$ cat src/rtl/ram_cache_assoc_if.sv
`default_nettype none
// ============================================================================
// Module   : ram_cache_assoc_if
// Brief    : CPU data port and RAM port bundle for ram_cache_assoc.
// Revision : 1.0 - initial release
// ============================================================================
interface ram_cache_assoc_if #(
    parameter int DATA_WIDTH = 16,
    parameter int ADDR_BITS  = 10
);
    logic [DATA_WIDTH-1:0] cpu_in_m;
    logic [DATA_WIDTH-1:0] cpu_out_m;
    logic                  cpu_write_m;
    logic                  cpu_read_m;
    logic [ADDR_BITS-1:0]  cpu_data_addr;
    logic                  cpu_stall;
    logic [DATA_WIDTH-1:0] ram_in_m;
    logic [DATA_WIDTH-1:0] ram_out_m;
    logic                  ram_write_m;
    logic                  ram_read_m;
    logic [ADDR_BITS-1:0]  ram_data_addr;

    // Cache side of the bundle
    modport slave (
        input  cpu_out_m, cpu_write_m, cpu_read_m, cpu_data_addr, ram_in_m,
        output cpu_in_m, cpu_stall, ram_out_m, ram_write_m, ram_read_m, ram_data_addr
    );

    // CPU/RAM side of the bundle
    modport master (
        output cpu_out_m, cpu_write_m, cpu_read_m, cpu_data_addr, ram_in_m,
        input  cpu_in_m, cpu_stall, ram_out_m, ram_write_m, ram_read_m, ram_data_addr
    );
endinterface
`default_nettype wire

$ cat src/rtl/ram_cache_assoc.sv
`default_nettype none
// ============================================================================
// Module   : ram_cache_assoc
// Brief    : 1/2-way set-associative write-through cache, RAM fill FSM.
//            Define RAM_CACHE_STATS_EN to add hit_count/miss_count ports.
// Revision : 1.0 - initial release
// ============================================================================
module ram_cache_assoc #(
    parameter int DATA_WIDTH         = 16,
    parameter int RAM_REGISTER_COUNT = 1024,
    parameter int INDEX_BITS         = 4,
    parameter int TAG_BITS           = 2,
    parameter int WAYS               = 2,
    parameter int RAM_LATENCY        = 1
) (
    input  logic                   clk,
    input  logic                   resetN,
    ram_cache_assoc_if.slave       bus
`ifdef RAM_CACHE_STATS_EN
    ,
    output logic [15:0]            hit_count,
    output logic [15:0]            miss_count
`endif
);
    localparam int ADDR_BITS = $clog2(RAM_REGISTER_COUNT);
    localparam int SETS      = 1 << INDEX_BITS;
    localparam int ZERO_BITS = ADDR_BITS - INDEX_BITS - TAG_BITS;
    localparam logic [2:0] c_lat = 3'(RAM_LATENCY);

    typedef enum logic [1:0] {
        S_IDLE = 2'd0,
        S_FILL = 2'd1,
        S_DONE = 2'd2
    } state_t;

    state_t                 r_state, w_next;
    logic [ADDR_BITS-1:0]   r_addr;
    logic [2:0]             r_cnt;
    logic [DATA_WIDTH-1:0]  r_hold;
    logic [DATA_WIDTH-1:0]  r_data  [WAYS][SETS];
    logic [TAG_BITS-1:0]    r_tag   [WAYS][SETS];
    logic [SETS-1:0]        r_valid [WAYS];
    logic [SETS-1:0]        r_mru;

    logic [ADDR_BITS-1:0]   w_addr;
    logic [INDEX_BITS-1:0]  w_idx;
    logic [TAG_BITS-1:0]    w_tag;
    logic                   w_cacheable;
    logic [WAYS-1:0]        w_hit_vec;
    logic                   w_hit;
    logic                   w_hit_way;
    logic                   w_victim;
    logic                   w_wr_en, w_wr_way, w_mru_en, w_mru_way;
    logic [DATA_WIDTH-1:0]  w_wr_data;
    logic                   w_start_miss, w_capture, w_rd_hit;

    // During a fill the lookup follows the latched address, otherwise the CPU address.
    assign w_addr = (r_state == S_FILL) ? r_addr : bus.cpu_data_addr;
    assign w_idx  = w_addr[INDEX_BITS-1:0];
    assign w_tag  = w_addr[INDEX_BITS +: TAG_BITS];

    generate
        if (ZERO_BITS > 0) begin : g_zero
            assign w_cacheable = (w_addr[ADDR_BITS-1 -: ZERO_BITS] == '0);
        end else begin : g_nozero
            assign w_cacheable = 1'b1;
        end

        for (genvar w = 0; w < WAYS; w++) begin : g_way
            assign w_hit_vec[w] = w_cacheable && r_valid[w][w_idx] && (r_tag[w][w_idx] == w_tag);
        end

        if (WAYS == 1) begin : g_ways1
            assign w_hit_way = 1'b0;
            assign w_victim  = 1'b0;
        end else begin : g_ways2
            assign w_hit_way = w_hit_vec[1];
            assign w_victim  = !r_valid[0][w_idx] ? 1'b0 :
                               !r_valid[1][w_idx] ? 1'b1 : ~r_mru[w_idx];
        end
    endgenerate

    assign w_hit = |w_hit_vec;

    always_comb begin
        w_next            = r_state;
        bus.cpu_stall     = 1'b0;
        bus.ram_read_m    = 1'b0;
        bus.ram_write_m   = 1'b0;
        bus.ram_out_m     = bus.cpu_out_m;
        bus.ram_data_addr = bus.cpu_data_addr;
        bus.cpu_in_m      = bus.ram_in_m;
        w_wr_en           = 1'b0;
        w_wr_way          = w_victim;
        w_wr_data         = bus.cpu_out_m;
        w_mru_en          = 1'b0;
        w_mru_way         = w_victim;
        w_start_miss      = 1'b0;
        w_capture         = 1'b0;
        w_rd_hit          = 1'b0;
        case (r_state)
            S_IDLE: begin
                if (bus.cpu_write_m) begin
                    bus.ram_write_m = 1'b1;
                    if (bus.cpu_read_m)
                        bus.cpu_in_m = bus.cpu_out_m;
                    if (w_cacheable) begin
                        w_wr_en   = 1'b1;
                        w_wr_way  = w_hit ? w_hit_way : w_victim;
                        w_mru_en  = 1'b1;
                        w_mru_way = w_wr_way;
                    end
                end else if (bus.cpu_read_m) begin
                    if (w_hit) begin
                        bus.cpu_in_m = r_data[w_hit_way][w_idx];
                        w_mru_en     = 1'b1;
                        w_mru_way    = w_hit_way;
                        w_rd_hit     = 1'b1;
                    end else begin
                        bus.cpu_stall  = 1'b1;
                        bus.ram_read_m = 1'b1;
                        w_start_miss   = 1'b1;
                        w_next         = S_FILL;
                    end
                end
            end
            S_FILL: begin
                bus.cpu_stall     = 1'b1;
                bus.ram_data_addr = r_addr;
                if (r_cnt == 3'd1) begin
                    w_capture = 1'b1;
                    w_wr_data = bus.ram_in_m;
                    if (w_cacheable) begin
                        w_wr_en  = 1'b1;
                        w_mru_en = 1'b1;
                    end
                    w_next = S_DONE;
                end
            end
            S_DONE: begin
                bus.cpu_in_m = r_hold;
                w_next       = S_IDLE;
            end
            default: w_next = S_IDLE;
        endcase
        // Reset is asynchronous, so outputs and array writes go quiet at once.
        if (!resetN) begin
            bus.cpu_stall   = 1'b0;
            bus.ram_read_m  = 1'b0;
            bus.ram_write_m = 1'b0;
            bus.cpu_in_m    = '0;
            w_wr_en         = 1'b0;
            w_mru_en        = 1'b0;
        end
    end

    always_ff @(posedge clk or negedge resetN) begin
        if (!resetN) begin
            r_state <= S_IDLE;
            r_addr  <= '0;
            r_cnt   <= '0;
            r_hold  <= '0;
            r_mru   <= '0;
            for (int w = 0; w < WAYS; w++)
                r_valid[w] <= '0;
        end else begin
            r_state <= w_next;
            if (w_start_miss) begin
                r_addr <= bus.cpu_data_addr;
                r_cnt  <= c_lat;
            end else if (r_state == S_FILL) begin
                r_cnt <= r_cnt - 3'd1;
            end
            if (w_capture)
                r_hold <= bus.ram_in_m;
            if (w_wr_en)
                r_valid[w_wr_way][w_idx] <= 1'b1;
            if (w_mru_en)
                r_mru[w_idx] <= w_mru_way;
        end
    end

    // Payload arrays carry no reset; valid bits gate their use.
    always_ff @(posedge clk) begin
        if (w_wr_en) begin
            r_data[w_wr_way][w_idx] <= w_wr_data;
            r_tag[w_wr_way][w_idx]  <= w_tag;
        end
    end

`ifdef RAM_CACHE_STATS_EN
    logic [15:0] r_hit_count, r_miss_count;

    always_ff @(posedge clk or negedge resetN) begin
        if (!resetN) begin
            r_hit_count  <= '0;
            r_miss_count <= '0;
        end else begin
            if (w_rd_hit)
                r_hit_count <= r_hit_count + 16'd1;
            if (w_start_miss)
                r_miss_count <= r_miss_count + 16'd1;
        end
    end

    assign hit_count  = r_hit_count;
    assign miss_count = r_miss_count;
`endif
endmodule
`default_nettype wire

$ cat src/flat_wrapper.sv
// flat-port wrapper written by rule: the top's interface ports become plain ports
module ram_cache_assoc_flat 
#(
    parameter int DATA_WIDTH         = 16,
    parameter int RAM_REGISTER_COUNT = 1024,
    parameter int INDEX_BITS         = 4,
    parameter int TAG_BITS           = 2,
    parameter int WAYS               = 2,
    parameter int RAM_LATENCY        = 1
)
  (clk, resetN, bus_cpu_out_m, bus_cpu_write_m, bus_cpu_read_m, bus_cpu_data_addr, bus_ram_in_m, bus_cpu_in_m, bus_cpu_stall, bus_ram_out_m, bus_ram_write_m, bus_ram_read_m, bus_ram_data_addr);
  ram_cache_assoc_if #(.DATA_WIDTH(DATA_WIDTH), .ADDR_BITS(10)) bus_i ();
  input  logic clk;
  input  logic resetN;
  input wire logic [$bits(bus_i.cpu_out_m)-1:0] bus_cpu_out_m;
  input wire logic [$bits(bus_i.cpu_write_m)-1:0] bus_cpu_write_m;
  input wire logic [$bits(bus_i.cpu_read_m)-1:0] bus_cpu_read_m;
  input wire logic [$bits(bus_i.cpu_data_addr)-1:0] bus_cpu_data_addr;
  input wire logic [$bits(bus_i.ram_in_m)-1:0] bus_ram_in_m;
  output wire logic [$bits(bus_i.cpu_in_m)-1:0] bus_cpu_in_m;
  output wire logic [$bits(bus_i.cpu_stall)-1:0] bus_cpu_stall;
  output wire logic [$bits(bus_i.ram_out_m)-1:0] bus_ram_out_m;
  output wire logic [$bits(bus_i.ram_write_m)-1:0] bus_ram_write_m;
  output wire logic [$bits(bus_i.ram_read_m)-1:0] bus_ram_read_m;
  output wire logic [$bits(bus_i.ram_data_addr)-1:0] bus_ram_data_addr;
  assign bus_i.cpu_out_m = bus_cpu_out_m;
  assign bus_i.cpu_write_m = bus_cpu_write_m;
  assign bus_i.cpu_read_m = bus_cpu_read_m;
  assign bus_i.cpu_data_addr = bus_cpu_data_addr;
  assign bus_i.ram_in_m = bus_ram_in_m;
  assign bus_cpu_in_m = bus_i.cpu_in_m;
  assign bus_cpu_stall = bus_i.cpu_stall;
  assign bus_ram_out_m = bus_i.ram_out_m;
  assign bus_ram_write_m = bus_i.ram_write_m;
  assign bus_ram_read_m = bus_i.ram_read_m;
  assign bus_ram_data_addr = bus_i.ram_data_addr;
  ram_cache_assoc #(.DATA_WIDTH(DATA_WIDTH), .RAM_REGISTER_COUNT(RAM_REGISTER_COUNT), .INDEX_BITS(INDEX_BITS), .TAG_BITS(TAG_BITS), .WAYS(WAYS), .RAM_LATENCY(RAM_LATENCY)) u_core (.clk(clk), .resetN(resetN), .bus(bus_i));
endmodule
$ cat config.mk
export PLATFORM = sky130hd
export DESIGN_NAME = ram_cache_assoc_flat
export DESIGN_NICKNAME = d
export VERILOG_FILES = /design/src/rtl/ram_cache_assoc_if.sv /design/src/rtl/ram_cache_assoc.sv /design/src/flat_wrapper.sv
export SDC_FILE = /design/constraint.sdc
export NUM_CORES = 1
export LEC_CHECK = 0
export BUFFER_PORTS_ARGS = -buffer_cell sky130_fd_sc_hd__buf_2
export CAP_MARGIN = 10
export CORE_MARGIN = 2
export CORE_UTILIZATION = 40
export CTS_BUF_LIST = sky130_fd_sc_hd__clkbuf_4 sky130_fd_sc_hd__clkbuf_8
export DETAILED_ROUTE_END_ITERATION = 10
export GPL_TIMING_DRIVEN = 0
export PLACE_DENSITY = 0.57
export SYNTH_ARGS = -nofsm -noshare
export SYNTH_HDL_FRONTEND = slang
export SYNTH_SLANG_ARGS = --single-unit
$ cat constraint.sdc
create_clock -name clk -period 4.8 [get_ports clk]
set_input_delay 0.48 -clock clk [delete_from_list [all_inputs] [get_ports clk]]
set_output_delay 0.48 -clock clk [all_outputs]
set_load 0.05 [all_outputs]
After elaboration in Yosys (flattened, before gate mapping)

Memories as Yosys holds them, arrays and structs flattened.
Index checks and enable logic that the tools add are counted.

Add/sub/neg operators: 1
Multipliers: 0
Div/mod/pow operators: 0
Magnitude comparators: 6
Equal/unequal tests: 9
Shift operators: 0
Muxes and demuxes: 74
Bitwise operators: 4
Reduce and logical (&&, ||, !) cells: 12

Operators by type and width:

| cell                                                                         | count |
|---|---|
| 256-bit two-way mux                                                          | 1 |
| 16-bit two-way mux                                                           | 11 |
| 16-bit binary-select mux with 4-bit select                                   | 1 |
| 16-bit demux with 4-bit select                                               | 1 |
| 1-bit two-way mux                                                            | 33 |
| 32-bit two-way mux                                                           | 1 |
| 32-bit OR                                                                    | 1 |
| 16-bit one-hot mux with 2 select lines                                       | 1 |
| 2-bit two-way mux                                                            | 9 |
| 2-bit binary-select mux with 4-bit select                                    | 2 |
| 16-bit bitwise mux                                                           | 1 |
| 16-bit demux with 1-bit select                                               | 1 |
| 1-bit binary-select mux with 4-bit select                                    | 3 |
| 10-bit two-way mux                                                           | 1 |
| 2-bit demux with 4-bit select                                                | 1 |
| 2-bit inequality test, second input constant                                 | 4 |
| 1-bit logical AND                                                            | 7 |
| 3-bit two-way mux                                                            | 2 |
| 1-bit one-hot mux with 2 select lines                                        | 3 |
| 5-bit >= comparator, second input constant                                   | 1 |
| 4-bit by 5-bit less-than comparator with 1-bit output, second input constant | 1 |
| 5-bit by 1-bit less-than comparator with 1-bit output, second input constant | 1 |
| 4-bit inverter with 5-bit output                                             | 1 |
| 1-bit demux with 4-bit select                                                | 1 |
| other kinds (16)                                                             | 17 |

Flip-flop bits (word level): 79
Latch bits: 0
Memory bits (writable): 576
Memory bits (read-only): 0
Output and inout bits: 45
Logic and storage cells: 115
Memories kept: 2

Memories:

| memory        | depth | bits a word | rd ports | clocked after memory_dff | wr ports | RTL line              | source |
|---|---|---|---|---|---|---|---|
| u_core.r_data | 2     | 256         | 1        | 0                        | 1        | ram_cache_assoc.sv:40 | `logic [DATA_WIDTH-1:0] r_data [WAYS][SETS];` |
| u_core.r_tag  | 2     | 32          | 2        | 0                        | 1        | ram_cache_assoc.sv:41 | `logic [TAG_BITS-1:0] r_tag [WAYS][SETS];` |

Longest topological paths before layout

Gate-level depths: netlist (run 1).

Depth in word-level cells: 19
Mapped depth: 19
Gate-level depth less buffers: 12

Worst setup path before layout (run 1)

No wires, ideal clock.

Path kind: reg2out
From: register u_core.r_state[1]
To: output bus_cpu_in_m[14]
Arrival time: 4.408 ns
Data required time: 4.320 ns
Path slack: -0.088 ns
Stages on the path, launching flop included: 19
Buffers on the path: 6
Cells stage by stage: dfrtp_1 > buf_4 > nand2b_1 > buf_6 > a21oi_4 > inv_4 > buf_6 > buf_6 > mux2i_1 > a32oi_1 > nand4_1 > xnor2_1 > and3_1 > buf_6 > buf_6 > mux2_4 > a31oi_1 > a211oi_1 > nor4_1

Longest elaborated chain between the ends: 17

Ends and longest elaborated chain:

| what                                                   | RTL line                                      | source |
|---|---|---|
| start, declared                                        | ram_cache_assoc.sv:36                         | `state_t r_state, w_next;` |
| start signal, assigned                                 | ram_cache_assoc.sv:167                        | `r_state <= w_next;` |
| 2-bit by 1-bit equality test with 1-bit output         | ram_cache_assoc.sv:58                         | `assign w_addr = (r_state == S_FILL) ? r_addr : bus.cpu_data_addr;` |
| 10-bit two-way mux                                     | ram_cache_assoc.sv:58                         |  |
| 4-bit inverter with 5-bit output (not written as such) | ram_cache_assoc.sv:70, ram_cache_assoc.sv:115 |  |
| 2-bit binary-select mux with 4-bit select              | ram_cache_assoc.sv:70                         | `assign w_hit_vec[w] = w_cacheable && r_valid[w][w_idx] && (r_tag[w][w_idx] == w_tag);` |
| 2-bit two-way mux (not written as such) (2 in series)  | ram_cache_assoc.sv:70                         |  |
| 2-bit equality test                                    | ram_cache_assoc.sv:70                         |  |
| 1-bit logical AND                                      | ram_cache_assoc.sv:70                         |  |
| memory read 2 x 256 bit                                | --                                            |  |
| 16-bit binary-select mux with 4-bit select             | ram_cache_assoc.sv:115                        | `bus.cpu_in_m = r_data[w_hit_way][w_idx];` |
| 16-bit two-way mux (not written as such) (2 in series) | ram_cache_assoc.sv:115                        |  |
| 16-bit two-way mux                                     | ram_cache_assoc.sv:114                        | `if (w_hit) begin` |
| 16-bit two-way mux                                     | ram_cache_assoc.sv:113                        | `end else if (bus.cpu_read_m) begin` |
| 16-bit two-way mux                                     | ram_cache_assoc.sv:103                        | `if (bus.cpu_write_m) begin` |
| 16-bit one-hot mux with 2 select lines *               | ram_cache_assoc.sv:101                        | `case (r_state)` |
| 16-bit two-way mux *                                   | ram_cache_assoc.sv:147                        | `if (!resetN) begin` |
| end, declared                                          | flat_wrapper.sv:20                            | `output wire logic [$bits(bus_i.cpu_in_m)-1:0] bus_cpu_in_m;` |

Every way passes the cells marked *; elsewhere a longest branch is shown, timed or not. The select of a mux whose other input is x is not followed.

Worst setup path after layout (run 1)

Ends and elaborated chain as after synthesis.

==> summary.md, run 1 <==
| Metric | Value |
|---|---|
| Outcome | finished with violations |
| Failing checks | setup timing |
| Detailed placer's ending HPWL | 58700 um |
| Setup ws final | -0.552 ns |
| Std cell rows | 95 |
| Crit path from | u_core.r_state[1] |
| Routability cong. | 0.903 |
| Synth unique cells | 60 |
| Max-Cap Viols | 0 |
| Req. time, crit path | 4.32 ns |
| Maximum number of pins on one net before global-route repair | 43 |
| Global-route wire length before repair | 129000 um |
| Crit. End Element | output port |
| Crit-path max cell delay | 0.44 ns |
| Synthesis-to-finish area growth | 25.7% |
| Final net count | 2494 |
| Fill cells | 5798 |
| Sequential share of the synthesized area | 0.707 |
| GRT overflow | 0 |
| Clock slew at reported path FFs | 0.07 ns |
| Port bufs | 89 |
| Worst slew pin tran | 1.31 ns |
| Final Setup Violations | 28 |
| Crit path top cell by count | buf_12 |
| Antenna violations before repair | 2 |
| Final Hold Fails | 0 |
| Maximum VDD drop | 0.354 mV |
| Synth top area cells | edfxtp_1, nand2_1, dfrtp_1 |
| Clk buf depth | 3 |
| CTS tree | built |
| Initial drt markers | 2542 |
| Crit path capture | bus_cpu_in_m[14] |
| WL final | 90900 um |
| Cell chain of the critical path | nand2b_4, a21oi_4, inv_4, buf_12, buf_12, mux2i_1, a32oi_1, nand4_1, xnor2_2, and3_4, buf_16, buf_12, mux2_4, a31oi_4, a211oi_4, nor4_4, buf_6 |
| Crit-path max FO | 7 |
| CP bufs+invs | 6 |
| Starting Density | 0.405 |
| Synth top area share | 0.635 |
| Post-synth top area cell | edfxtp_1 |
| Final Max Slew Viols | 0 |
| Slew margin rel. | 0.128 |
| YS warnings | 0 |
| Post-synth EDFFs | 576 |
| Power per cell area | 583 nW/um2 |
| Most common cell in the netlist | nand2_1 |
| Crit path kind | reg2out |
| RSZ-0062 raised after global routing | yes |
| CP startpoint kind | flip-flop |
| WP depth | 17 |
| Multi-input logic area | 8570 um2 |
| Setup TNS | -8.23 ns |
| Vias in the first global route | 18900 |
| Pre-antenna DRT Iters | 9 |
| Worst r2r path cells | 20 |
| Static leakage | 12.4 nW |
| Syn Inst Count | 2135 |
| Vias | 19600 |
| Asr flop ratio synth | 0.121 |
| Period utilization | 1.12 |
| WP data arrival | 4.87 ns |
| Reg area | 19300 um2 |
| Ratio of cells with drive above 1 in the final layout | 0.268 |
| Yosys reg bits | 655 |
| CORE AREA | 67300 um2 |
| Syn avg cell area | 12.8 um2 |
| CP delay by family, top | simple AND/OR/NAND/NOR gates |
| Die X | 265 um |
| Post-DRT Antenna Nets | 0 |
| Die span in y | 265 um |
| Routed vias/inst | 5.78 |
| Htree depth | 3 |
| Final Critical Period | 5.35 ns |
| Min-Delay Path Class | in2reg |
| Residual DRC | 0 |
| CTS Buf Count | 105 |
| Wire per inst | 26.8 um |
| Tot GR Track Use | 0.254 |
| Post-synthesis net count | 2183 |
| IO Pins | 91 |
| Worst path slowest cell | dfrtp_1 |
| FF-to-FF Start | u_core.r_state[1] |
| Worst reg2reg path endpoint | u_core.r_data[1][151] |
| Sink Count | 655 |
| Worst Hold Margin | 0.0448 ns |
| R2R Setup Slk | -0.01 ns |
| F_max | 0.187 GHz |
| Die area | 70200 um2 |
| Clock latency on the worst-skew pair | 0.74 ns |
| Synth Cell Area | 27300 um2 |
| Top_reg_cell synth | edfxtp_1 |
| Synth cell count leaders | nand2_1, edfxtp_1, nand3_1 |
| CTS Root Cell | clkbuf_8 |
| Skew final | 0.0465 ns |
registers in the layout, summed over array words and instances (netlist names):
register and count:
u_core.r_data 512, u_core.r_tag 64, u_core.r_valid 32, u_core.r_hold 16, u_core.r_mru 16, u_core.r_addr 10, u_core.r_cnt 3, u_core.r_state 2
kinds of logic (layout without fill, tap and decap cells):
group	Yosys count	in the layout	share of synthesized area
other	0	1	0
multiplexers	78	78	0.0332
flip-flops	655	655	0.707
AND/OR/NAND/NOR	916	916	0.143
adder cells (fa/ha/maj)	2	2	0.000918
buffers and inverters	176	559	0.0306
AO/OA/AOI/OAI	305	305	0.0841
XOR/XNOR	3	3	0.000964
routing by layer:
metal,track usage,vias to the layer above,part of all wire,wire [um]
li1,-,8543,-,-
met1,0.346,9829,0.40,36300
met2,0.396,1043,0.46,41800
met3,0.0622,192,0.10,9450
met4,0.0909,0,0.036,3290
met5,0,-,0,0
cells in the final DEF, fill, tap and decap left out, types with 14 or more instances in the layout:
master / n
a211oi_1: 15
a222oi_1: 15
a22o_1: 15
a311oi_1: 14
a311oi_2: 30
a311oi_4: 28
a31oi_1: 39
and3_1: 45
buf_12: 15
buf_16: 18
buf_2: 89
buf_4: 61
buf_6: 24
buf_8: 28
clkbuf_1: 49
clkbuf_2: 38
clkbuf_4: 38
clkbuf_8: 111
clkinv_1: 20
dfrtp_1: 78
dlygate4sd3_1: 21
edfxtp_1: 576
mux2_2: 37
mux2i_1: 20
nand2_1: 628
nand3_1: 116
nor2_1: 29
nor2_4: 15
o21bai_1: 17
o22ai_1: 33
metrics by stage:
| stage | util | cells | instance area, um2 | worst slack, ns | total power [mW] |
|---|---|---|---|---|---|
| finish | 0.509 | 3392 | 34200 | -0.552 | 20.0 |
| global route | 0.509 | 3392 | 34200 | -0.583 | 20.7 |
| CTS | 0.495 | 3361 | 33300 | -0.453 | 19.4 |
| detailed placement | 0.436 | 3122 | 29300 | -1.26 | 13.6 |
| global placement | 0.428 | 3097 | 28800 | -1.94 | 13.4 |
| floorplan | - | 2135 | 27300 | 0.453 | 11.1 |
where the power goes:
| part | switching (mW) | total [mW] | internal, mW | leakage (nW) |
|---|---|---|---|---|
| Combinational | 5.57 | 8.17 | 2.61 | 5.11 |
| Sequential | 0.127 | 7.00 | 6.88 | 6.18 |
| Clock | 2.25 | 4.80 | 2.55 | 1.07 |
| Total | 7.94 | 20.0 | 12.0 | 12.4 |
worst min-delay path by stage:
stage          cells after the start  slack (ns)            startpoint                  to
6_report                           3        0.04      bus_ram_in_m[10]   u_core.r_hold[10]
5_1_grt                            2        0.02  bus_cpu_data_addr[5]    u_core.r_addr[5]
4_1_cts                            3      0.0007      bus_ram_in_m[10]   u_core.r_hold[10]
3_3_place_gp                       2        0.44     u_core.r_valid[8]   u_core.r_valid[8]
2_1_floorplan                      0        0.18                resetN    u_core.r_addr[0]
3_5_place_dp                       1        0.45    u_core.r_valid[24]  u_core.r_valid[24]
worst min-delay path: cells and delay by family:
kind	cells	cell delay (ns)
buffers and inverters	1	0.11
and+or+nand+nor	2	0.15
final cells by class:
type                       instances  area share
sequential                       655       0.563
multi-input combinational       1304       0.250
timing repair buffer             208      0.0644
clock buffer                     142      0.0507
tap                              873      0.0319
buffer                           151      0.0282
clock inverter                    37     0.00895
inverter                          19     0.00238
timing repair inverter             2    0.000292
antenna                            1   0.0000731
timing repair:
item,in CTS,in global routing
pin swaps,47,33
buffers inserted,35,19
cloned,6,3
hold buffers,21,0
endpoints found under the hold margin,61,0
resized for setup,283,94
setup endpoints to repair,576,173
Power figures use the tool's default switching activity.
==> run 2: changes to the inputs <==
--- a/config.mk
+++ b/config.mk
@@ -5,8 +5,9 @@
 export SDC_FILE = /design/constraint.sdc
 export NUM_CORES = 1
 export LEC_CHECK = 0
+export ABC_AREA = 1
 export BUFFER_PORTS_ARGS = -buffer_cell sky130_fd_sc_hd__buf_2
-export CAP_MARGIN = 10
+export CAP_MARGIN = 20
 export CORE_MARGIN = 2
 export CORE_UTILIZATION = 40
 export CTS_BUF_LIST = sky130_fd_sc_hd__clkbuf_4 sky130_fd_sc_hd__clkbuf_8
==> run 2 against run 1 <==
Net effect:
- the run still ends with setup timing left
- hold slack better by 0.0067 ns
- register-to-register slack better by 0.28 ns
- non-clock buffer count increased by 97
- routed wire length grew 7.0%
- utilization is 2.0 points higher
- sequential share of layout area down 4.4 points
- sequential cell count did not move
- sequential power is essentially flat
- critical endpoint is now bus_cpu_in_m[3]
==> summary.md, run 2 <==
| Metric | Value |
|---|---|
| Failing checks | setup timing (unchanged) |
| Largest regs | u_core.r_data (512), u_core.r_tag (64), u_core.r_valid (32) (unchanged) |
| YS warnings | 0 (unchanged) |
| Final Setup Violations | 16 (was 28) |
| Synth cell count leaders | nand2_1, edfxtp_1, nand3_1 (unchanged) |
| R2R Setup Slk | 0.27 ns (was -0.01 ns) |
| Maximum number of pins on one net before global-route repair | 43 (unchanged) |
| Yosys reg bits | 655 (unchanged) |
| Synth unique cells | 37 (was 60) |
| Setup TNS | -2.11 ns (was -8.23 ns) |
| Most common cell after layout, fill and taps aside | nand2_1 (unchanged) |
| Ratio of cells with drive above 1 in the final layout | 0.276 (was 0.268) |
| Post-Route Utilization | 0.529 (was 0.509) |
| Detailed placer's ending HPWL | 63100 um (was 58700 um) |
| Vias in the first global route | 22200 (was 18900) |
| Die X | 271 um (was 265 um) |
| Maximum VDD drop | 0.342 mV (was 0.354 mV) |
| Crit-path max FO | 8 (was 7) |
| Synthesis-to-finish area growth | 30.7% (was 25.7%) |
| Final Hold Fails | 0 (unchanged) |
| RSZ-0062 raised after global routing | yes (unchanged) |
| Req. time, crit path | 4.32 ns (about the same) |
| Worst Hold Margin | 0.0515 ns (was 0.0448 ns) |
| CTS tree | built (unchanged) |
| Crit path from | u_core.r_state[1] (unchanged) |
| CORE AREA | 70100 um2 (was 67300 um2) |
| GRT overflow | 0 (unchanged) |
| Global-route wire length before repair | 140000 um (was 129000 um) |
| Asr flop ratio synth | 0.121 (unchanged) |
| Die span in y | 271 um (was 265 um) |
| Most common cell in the netlist | nand2_1 (unchanged) |
| CTS Buf Count | 108 (was 105) |
| Slew margin rel. | 0.360 (was 0.128) |
| Htree depth | 3 (unchanged) |
| Routability cong. | 0.958 (was 0.903) |
| Post-synth top area cell | edfxtp_1 (unchanged) |
| Final Critical Period | 5.00 ns (was 5.35 ns) |
| Antenna violations before repair | 2 (unchanged) |
| Clock latency on the worst-skew pair | 0.75 ns (was 0.74 ns) |
| Crit-path max cell delay | 0.41 ns (was 0.44 ns) |
| Largest register FFs | 512 (unchanged) |
| Post-place setup slack | -0.501 ns (was -1.26 ns) |
| Synth Cell Area | 28400 um2 (was 27300 um2) |
| Clk buf depth | 3 (unchanged) |
| Worst reg2reg path endpoint | u_core.r_data[1][85] (was u_core.r_data[1][151]) |
| Final Max Slew Viols | 0 (unchanged) |
| Skew final | 0.0519 ns (was 0.0465 ns) |
| Residual DRC | 0 (unchanged) |
| Synth top area share | 0.608 (was 0.635) |
| CTS Root Cell | clkbuf_8 (unchanged) |
| Crit. End Element | output port (unchanged) |
| IO Pins | 91 (unchanged) |
| WL final | 97200 um (was 90900 um) |
| Outcome | finished with violations (unchanged) |
| Tot GR Track Use | 0.258 (was 0.254) |
| Post-synth EDFFs | 576 (unchanged) |
| Pre-antenna DRT Iters | 6 (was 9) |
| Worst r2r path cells | 26 (was 20) |
| Min-Delay Path Class | in2reg (unchanged) |
| Most flops, register | u_core.r_data (unchanged) |
| Top_reg_cell synth | edfxtp_1 (unchanged) |
| Power per cell area | 619 nW/um2 (was 583 nW/um2) |
| Syn Inst Count | 2667 (was 2135) |
| Wire per inst | 23.9 um (was 26.8 um) |
| Worst path slowest cell | dfrtp_1 (unchanged) |
| Placed insts | 3745 (was 3122) |
| Setup ws final | -0.204 ns (was -0.552 ns) |
| Die area | 73200 um2 (was 70200 um2) |
| Syn avg cell area | 10.7 um2 (was 12.8 um2) |
| Clock slew at reported path FFs | 0.06 ns (was 0.07 ns) |
| Sequential share of the synthesized area | 0.678 (was 0.707) |
| Worst slew pin tran | 0.956 ns (was 1.31 ns) |
| Synth top area cells | edfxtp_1, nand2_1, dfrtp_1 (unchanged) |
| WHS Path Cells | 3 (unchanged) |
| Post-DRT Antenna Nets | 0 (unchanged) |
| Post-synthesis net count | 2715 (was 2183) |
| F_max | 0.200 GHz (was 0.187 GHz) |
| Initial drt markers | 2732 (was 2542) |
| WP data arrival | 4.52 ns (was 4.87 ns) |
| FF-to-FF Start | u_core.r_state[1] (unchanged) |
| Crit path kind | reg2out (unchanged) |
| Crit path capture | bus_cpu_in_m[3] (was bus_cpu_in_m[14]) |
| Sink Count | 655 (unchanged) |
| Routed vias/inst | 5.59 (was 5.78) |
| Period utilization | 1.04 (was 1.12) |
| Std cell rows | 97 (was 95) |
| Static leakage | 14.5 nW (was 12.4 nW) |
| Final net count | 3088 (was 2494) |
| Vias | 22800 (was 19600) |
| Fill cells | 6046 (was 5798) |
| Port bufs | 89 (unchanged) |
| Max-Cap Viols | 0 (unchanged) |
| Starting Density | 0.405 (about the same) |
| Commonest non-fill, non-tap cells in the layout | nand2_1, edfxtp_1, nand3_1 (unchanged) |
| CP startpoint kind | flip-flop (unchanged) |
| Fin cells | 4067 (was 3392) |
[run 2: worst max-delay path: cells and delay by family, from the launching register on]
| kind | cells | cell delay, ns |
|---|---|---|
| AOI/OAI and AO/OA | 2 | 0.40 |
| buffers and inverters | 6 | 0.92 |
| DFF | 1 | 0.41 |
| and+or+nand+nor | 20 | 2.02 |
[run 2: cell type report]
cell class / instances / area, um2 / area share
buffer: 193 / 1630 / 0.0439
multi-input combinational: 1711 / 9180 / 0.247
timing repair inverter: 1 / 16.3 / 0.000438
timing repair buffer: 263 / 3300 / 0.0890
antenna: 2 / 5.00 / 0.000135
tap: 940 / 1180 / 0.0317
sequential: 655 / 19300 / 0.519
inverter: 107 / 430 / 0.0116
clock buffer: 146 / 1800 / 0.0484
clock inverter: 49 / 325 / 0.00876
[run 2: power breakdown]
part / internal (mW) / switching, mW / total (mW)
combinational: 3.65 / 7.51 / 11.2
sequential: 6.85 / 0.120 / 6.97
clock: 2.60 / 2.28 / 4.87
total: 13.1 / 9.90 / 23.0
[run 2: timing repair]
action                                  CTS  global route
hold buffers                             13             0
setup buffers                            48            31
endpoints found under the hold margin    50             0
gates cloned                             16            21
resized for setup                       412           221
pin swaps                                99           126
endpoints found under the setup margin   79            83
[run 2: worst min-delay path by stage]
stage,from,end,slack (ns)
2_1_floorplan,resetN,u_core.r_addr[0],0.18
3_3_place_gp,u_core.r_valid[4],u_core.r_valid[4],0.44
3_5_place_dp,u_core.r_valid[5],u_core.r_valid[5],0.45
4_1_cts,bus_ram_in_m[7],u_core.r_hold[7],0.004
5_1_grt,bus_ram_in_m[11],u_core.r_hold[11],0.04
6_report,bus_ram_in_m[7],u_core.r_hold[7],0.05
[run 2: per-layer routing]
metal | part of all wire | GRT usage | wire length, um
met2 | 0.46 | 0.406 | 44600
met5 | 0 | 0 | 0
met4 | 0.056 | 0.132 | 5450
met3 | 0.081 | 0.0435 | 7910
met1 | 0.40 | 0.346 | 39200
[run 2: per-stage QoR]
stage               instance area [um2]  total power [mW]
global route                      37100              23.9
global placement                  30100              14.9
detailed placement                31200              15.2
finish                            37100              23.0
floorplan                         28400              11.9
CTS                               35700              21.8
[run 2: cell families after synthesis]
logic type | share of synthesized area
compound gates | 0.0340
buf+inv | 0.0473
xor+xnor | 0.000616
fa+ha+maj | 0.000880
flops | 0.678
simple gates | 0.239
